File: src/rtl/ram_slave.sv
`default_nettype none
// ============================================================================
//  Module   : ram_slave
//  Purpose  : Bus slave fronting a 32-word RAM. A request is latched on the
//             edge it is seen in IDLE. The access happens on the next edge.
//             A one-cycle registered s_ack follows, and the slave then waits
//             in HOLD until the master drops s_req (four-phase handshake).
//  Options  : define RAM_SLAVE_CLEAR_EN to clear every storage word on reset.
//             Without it, reset leaves storage untouched.
//  Revision : 1.0 - initial release
// ============================================================================
module ram_slave #(
    parameter logic [2:0] BASE_ADDR = 3'b000,
    parameter int         DATA_W    = 8
) (
    input  logic              clk,
    input  logic              reset_n,
    input  logic              s_req,
    input  logic              s_wr,
    input  logic [7:0]        s_addr,
    input  logic [DATA_W-1:0] s_wdata,
    output logic [DATA_W-1:0] s_rdata,
    output logic              s_ack,
    output logic              s_busy
);

    typedef enum logic [1:0] {
        ST_IDLE   = 2'd0,
        ST_ACCESS = 2'd1,
        ST_RESP   = 2'd2,
        ST_HOLD   = 2'd3
    } state_t;

    state_t              state_q, state_d;
    logic                wr_q, wr_d;
    logic [4:0]          idx_q, idx_d;
    logic [DATA_W-1:0]   wdata_q, wdata_d;
    logic [DATA_W-1:0]   rdata_q, rdata_d;
    logic                ack_q, ack_d;
    logic                mem_we;

    logic [DATA_W-1:0]   mem_q [32];

    // Next-state, request latch, read-data load and write strobe
    always_comb begin
        state_d = state_q;
        wr_d    = wr_q;
        idx_d   = idx_q;
        wdata_d = wdata_q;
        rdata_d = rdata_q;
        mem_we  = 1'b0;
        case (state_q)
            ST_IDLE: begin
                // Requests for other slaves are ignored silently
                if (s_req && (s_addr[7:5] == BASE_ADDR)) begin
                    wr_d    = s_wr;
                    idx_d   = s_addr[4:0];
                    wdata_d = s_wdata;
                    state_d = ST_ACCESS;
                end
            end
            ST_ACCESS: begin
                // Only the latched copies are used here, so bus changes
                // after the latch edge cannot affect the transfer
                if (wr_q) begin
                    mem_we = 1'b1;
                end else begin
                    rdata_d = mem_q[idx_q];
                end
                state_d = ST_RESP;
            end
            ST_RESP: begin
                state_d = ST_HOLD;
            end
            ST_HOLD: begin
                if (!s_req) begin
                    state_d = ST_IDLE;
                end
            end
            default: begin
                state_d = ST_IDLE;
            end
        endcase
        // Ack is the registered image of RESP: high for exactly one cycle
        // starting two edges after the latch edge
        ack_d = (state_q == ST_RESP);
    end

    // Control and data registers, cleared asynchronously
    always_ff @(posedge clk or negedge reset_n) begin
        if (!reset_n) begin
            state_q <= ST_IDLE;
            wr_q    <= 1'b0;
            idx_q   <= '0;
            wdata_q <= '0;
            rdata_q <= '0;
            ack_q   <= 1'b0;
        end else begin
            state_q <= state_d;
            wr_q    <= wr_d;
            idx_q   <= idx_d;
            wdata_q <= wdata_d;
            rdata_q <= rdata_d;
            ack_q   <= ack_d;
        end
    end

`ifdef RAM_SLAVE_CLEAR_EN
    // Storage array, cleared to zero by reset
    always_ff @(posedge clk or negedge reset_n) begin
        if (!reset_n) begin
            for (int i = 0; i < 32; i++) begin
                mem_q[i] <= '0;
            end
        end else if (mem_we) begin
            mem_q[idx_q] <= wdata_q;
        end
    end
`else
    // Storage array, contents survive reset
    always_ff @(posedge clk) begin
        if (mem_we) begin
            mem_q[idx_q] <= wdata_q;
        end
    end
`endif

    assign s_rdata = rdata_q;
    assign s_ack   = ack_q;
    assign s_busy  = (state_q != ST_IDLE);

endmodule
`default_nettype wire

File: config.mk
export PLATFORM = sky130hd
export DESIGN_NAME = ram_slave
export DESIGN_NICKNAME = d
export VERILOG_FILES = /design/src/rtl/ram_slave.sv
export SDC_FILE = /design/constraint.sdc
export NUM_CORES = 1
export LEC_CHECK = 0
export BUFFER_PORTS_ARGS = -buffer_cell sky130_fd_sc_hd__buf_4
export CORE_AREA = 2 2 151 153
export CTS_BUF_LIST = sky130_fd_sc_hd__clkbuf_4 sky130_fd_sc_hd__clkbuf_8
export DETAILED_ROUTE_END_ITERATION = 8
export DIE_AREA = 0 0 153 155
export HOLD_SLACK_MARGIN = 0.03
export PLACE_DENSITY_LB_ADDON = 0.1
export SYNTH_ARGS = -nofsm -noshare
export SYNTH_HDL_FRONTEND = slang
export SYNTH_SLANG_ARGS = --single-unit
File: constraint.sdc
create_clock -name clk -period 4.25 [get_ports clk]
set_input_delay 0.2125 -clock clk [delete_from_list [all_inputs] [get_ports clk]]
set_output_delay 0.2125 -clock clk [all_outputs]
set_load 0.01 [all_outputs]
==> key figures <==
Finish
  – Final std cells w/o fill: 1013
  – Ant. Diodes: 0
  – Layout cells sized above 1: between 20% and 30%
  – Fill cells: 1693
  – Commonest non-fill, non-tap cell in the layout: edfxtp_1
  – Area growth syn-to-layout: 13.5%
  – Register area: approximately 0.0083 sq mm
  – Nets@finish: ~720
  – Most frequent cells in the layout: 256 x edfxtp_1, 73 x mux2i_1, 50 x nor2_1
  – Multi-input combinational cell area: 0.00273 sq mm

GRT
  – First-pass GRT wire length: 39600 um
  – Initial antenna violation count: 0
  – GR Overflow Total: 0
  – Total Routing Usage GR: 22.8%
  – Largest net degree at the start of global routing: 71
  – Vias in the first global route: between 6000 and 7000

Clock network
  – Clock root cell: clkbuf_8
  – CTS Buf Count: 44
  – Resized Gates After CTS: 0
  – Clock Tree Buf Depth: 3
  – CTS tree: done
  – Clock H-tree levels: 2
  – Worst-path clk slew: around 60 ps
  – Clk_lat worst skew: roughly 550 ps
  – Clock Sinks: ~280
  – Setup bufs post-CTS: 0
  – Cts hold-fix bufs: 15

Floorplanning
  – Total core area: between 0.02 and 0.025 sq mm
  – Rows: 55
  – Die ar.: between 0.02 and 0.025 sq mm
  – Die Y: between 150 and 200 um
  – Initial Util: about half
  – # IOs: 30
  – Die Wd: 153 um

Route
  – Initial DRT Pass Iterations: 5
  – Detailed-route DRC error count: 0
  – Final wirelength: 26400 um
  – Starting DRT DRC Count: about 530
  – Vias: just over 6000
  – WL/cell: 26.1 um
  – Vias per cell: between 5 and 6
  – Post-route ant nets: 0

Synthesis
  – Avg Cell Area, Syn: 17.9 sq um
  – Post-synth EDFFs: 256
  – YS warnings: 0
  – Ys flop type: edfxtp_1
  – Seq/Total Area, Yosys: between 70% and 80%
  – Syn Nets: approximately 650
  – Yosys reg bits: 281
  – Synth Instances: 629
  – Cell area after synthesis: 0.0113 sq mm
  – Async S/R FF share, synth: 8.90%
  – Synth cell types: 52

Timing
  – Hold Vio Cnt, Final: 0
  – RSZ-0062 raised after global routing: no
  – # setup viols final: 0
  – Total negative slack: 0 ps
  – Final worst path period need: a little under 3000 ps
  – Final Cycle Share: 69.6%
  – Slew headroom: a little over a fifth
  – Final Slew Violations: 0
  – Fmax: 338 MHz
  – Worst setup skew after layout: approximately 25 ps
  – Worst-Margin Slew: around 1200 ps

Min path
  – Hold Crit Start: s_req
  – Worst hold stages: 4
  – Worst hold path class: input port to flop

Worst setup path
  – Crit path DAT: between 3000 and 4000 ps
  – Worst EP required: approximately 4400 ps
  – Worst Path Max Fanout: 29
  – Crit path kind: flop to flop
  – Crit path from: idx_q[0]
  – WP depth: 3
  – CP Capture Type: flop
  – R2R Setup Slk: about 1300 ps
  – CP Launch Type: flop
  – Worst r2r src: idx_q[0]
  – Worst reg2reg path depth: 3
  – Buf/Inv on CP: 1
  – Reg-to-reg critical path endpoint: mem_q[21][1]
  – Crit path max-delay family: simple AND/OR/NAND/NOR gates
  – CP peak stage delay: around 900 ps
  – Crit-path slowest cell: dfrtp_2
  – CP endpoint: mem_q[21][1]
  – CP Cell Sequence: buf_4 -> nand2_1 -> nor2_1

Placed design
  – Placed cell count: between 900 and 1000
  – Gpl congestion: a little over 0.9
  – Buffers added on ports: 29
  – Final HPWL DP: around 17000 um

Status
  – Outcome: finished, final reports clean

Pwr
  – Maximum VDD drop: approximately 570 uV
  – Leakage: between 4 and 5 nW
  – Pwr Density: between 600 and 700 mW/mm^2
  – Overall power: approximately 8.7 mW

Job
  – Max_cap viols: 0
==> metal layers <==
layer | GRT usage, % | vias up | share of wire [%]
met3 | 5.46 | 63 | 7.5
met1 | 31.5 | 3094 | 42
li1 | - | 2644 | -
met5 | 0 | - | 0
met2 | 36.4 | 259 | 48
met4 | 7.23 | 0 | 2.8
==> how the worst min path moves through the flow <==
| stage | to | slack [ps] |
|---|---|---|
| detailed placement | wdata_q[2] | 160 |
| floorplan | idx_q[0] | -80 |
| CTS | state_q[1] | 40 |
| global placement | wdata_q[2] | 150 |
| finish | state_q[1] | 50 |
| global route | state_q[1] | 70 |
==> metrics by stage <==
stage / area (sq um) / hold slack (ps) / setup WS [ps] / utilization, %
2_1_floorplan: 11300 / -83.1 / 2150 / -
3_3_place_gp: 11700 / 151 / 1390 / 52.8
3_5_place_dp: 11700 / 160 / 1320 / 52.8
4_1_cts: 12800 / 37.8 / 1300 / 57.5
5_1_grt: 12800 / 70.4 / 1040 / 57.5
6_report: 12800 / 48.3 / 1290 / 57.5
==> Yosys cell counts, types with 9 or more instances <==
cell type    n  area, sq um
buf_4       11         82.6
dfrtp_1     25          626
edfxtp_1   256         7690
o21ai_0      9         45.0
mux2i_1     73          731
nor2b_1     10         62.6
mux4_2      26          586
mux2_4      10          150
nor2_1      50          188
nand2_1     18         67.6
clkbuf_1    11         41.3
o22ai_1     16          100
==> registers in the layout (all words and copies together) (netlist names) <==
signal and count:
mem_q 256, s_rdata 8, wdata_q 8, idx_q 5
state_q 2, s_ack 1, wr_q 1
==> power by group <==
part / switching, mW / internal, mW
clock: 1.01 / 1.34
sequential: 0.483 / 3.56
combinational: 1.34 / 0.948
total: 2.84 / 5.85
==> area by class of cell <==
class,instances,share of cell area [%]
Sequential cell,281,65.0
Multi-Input combinational cell,312,21.3
Clock buffer,56,5.59
Timing Repair Buffer,56,3.68
Tap cell,285,2.79
Clock inverter,20,1.51
Inverter,3,0.0881
==> cells by family (layout without fill, tap and decap cells) <==
| logic type | Yosys count | in the layout | share of synthesized area, % |
|---|---|---|---|
| flops | 281 | 281 | 73.8 |
| mux | 116 | 116 | 13.7 |
| fa+ha+maj | 5 | 5 | 0.555 |
| buf+inv | 36 | 135 | 2.04 |
| compound gates | 58 | 58 | 3.71 |
| simple gates | 133 | 133 | 6.21 |
==> tightest hold or removal path, cell delays in order <==
cell and delay, ps:
buf_4 90, a22oi_1 100, nand2_1 70, o21ai_0 70
(Power assumes the default switching activity.)
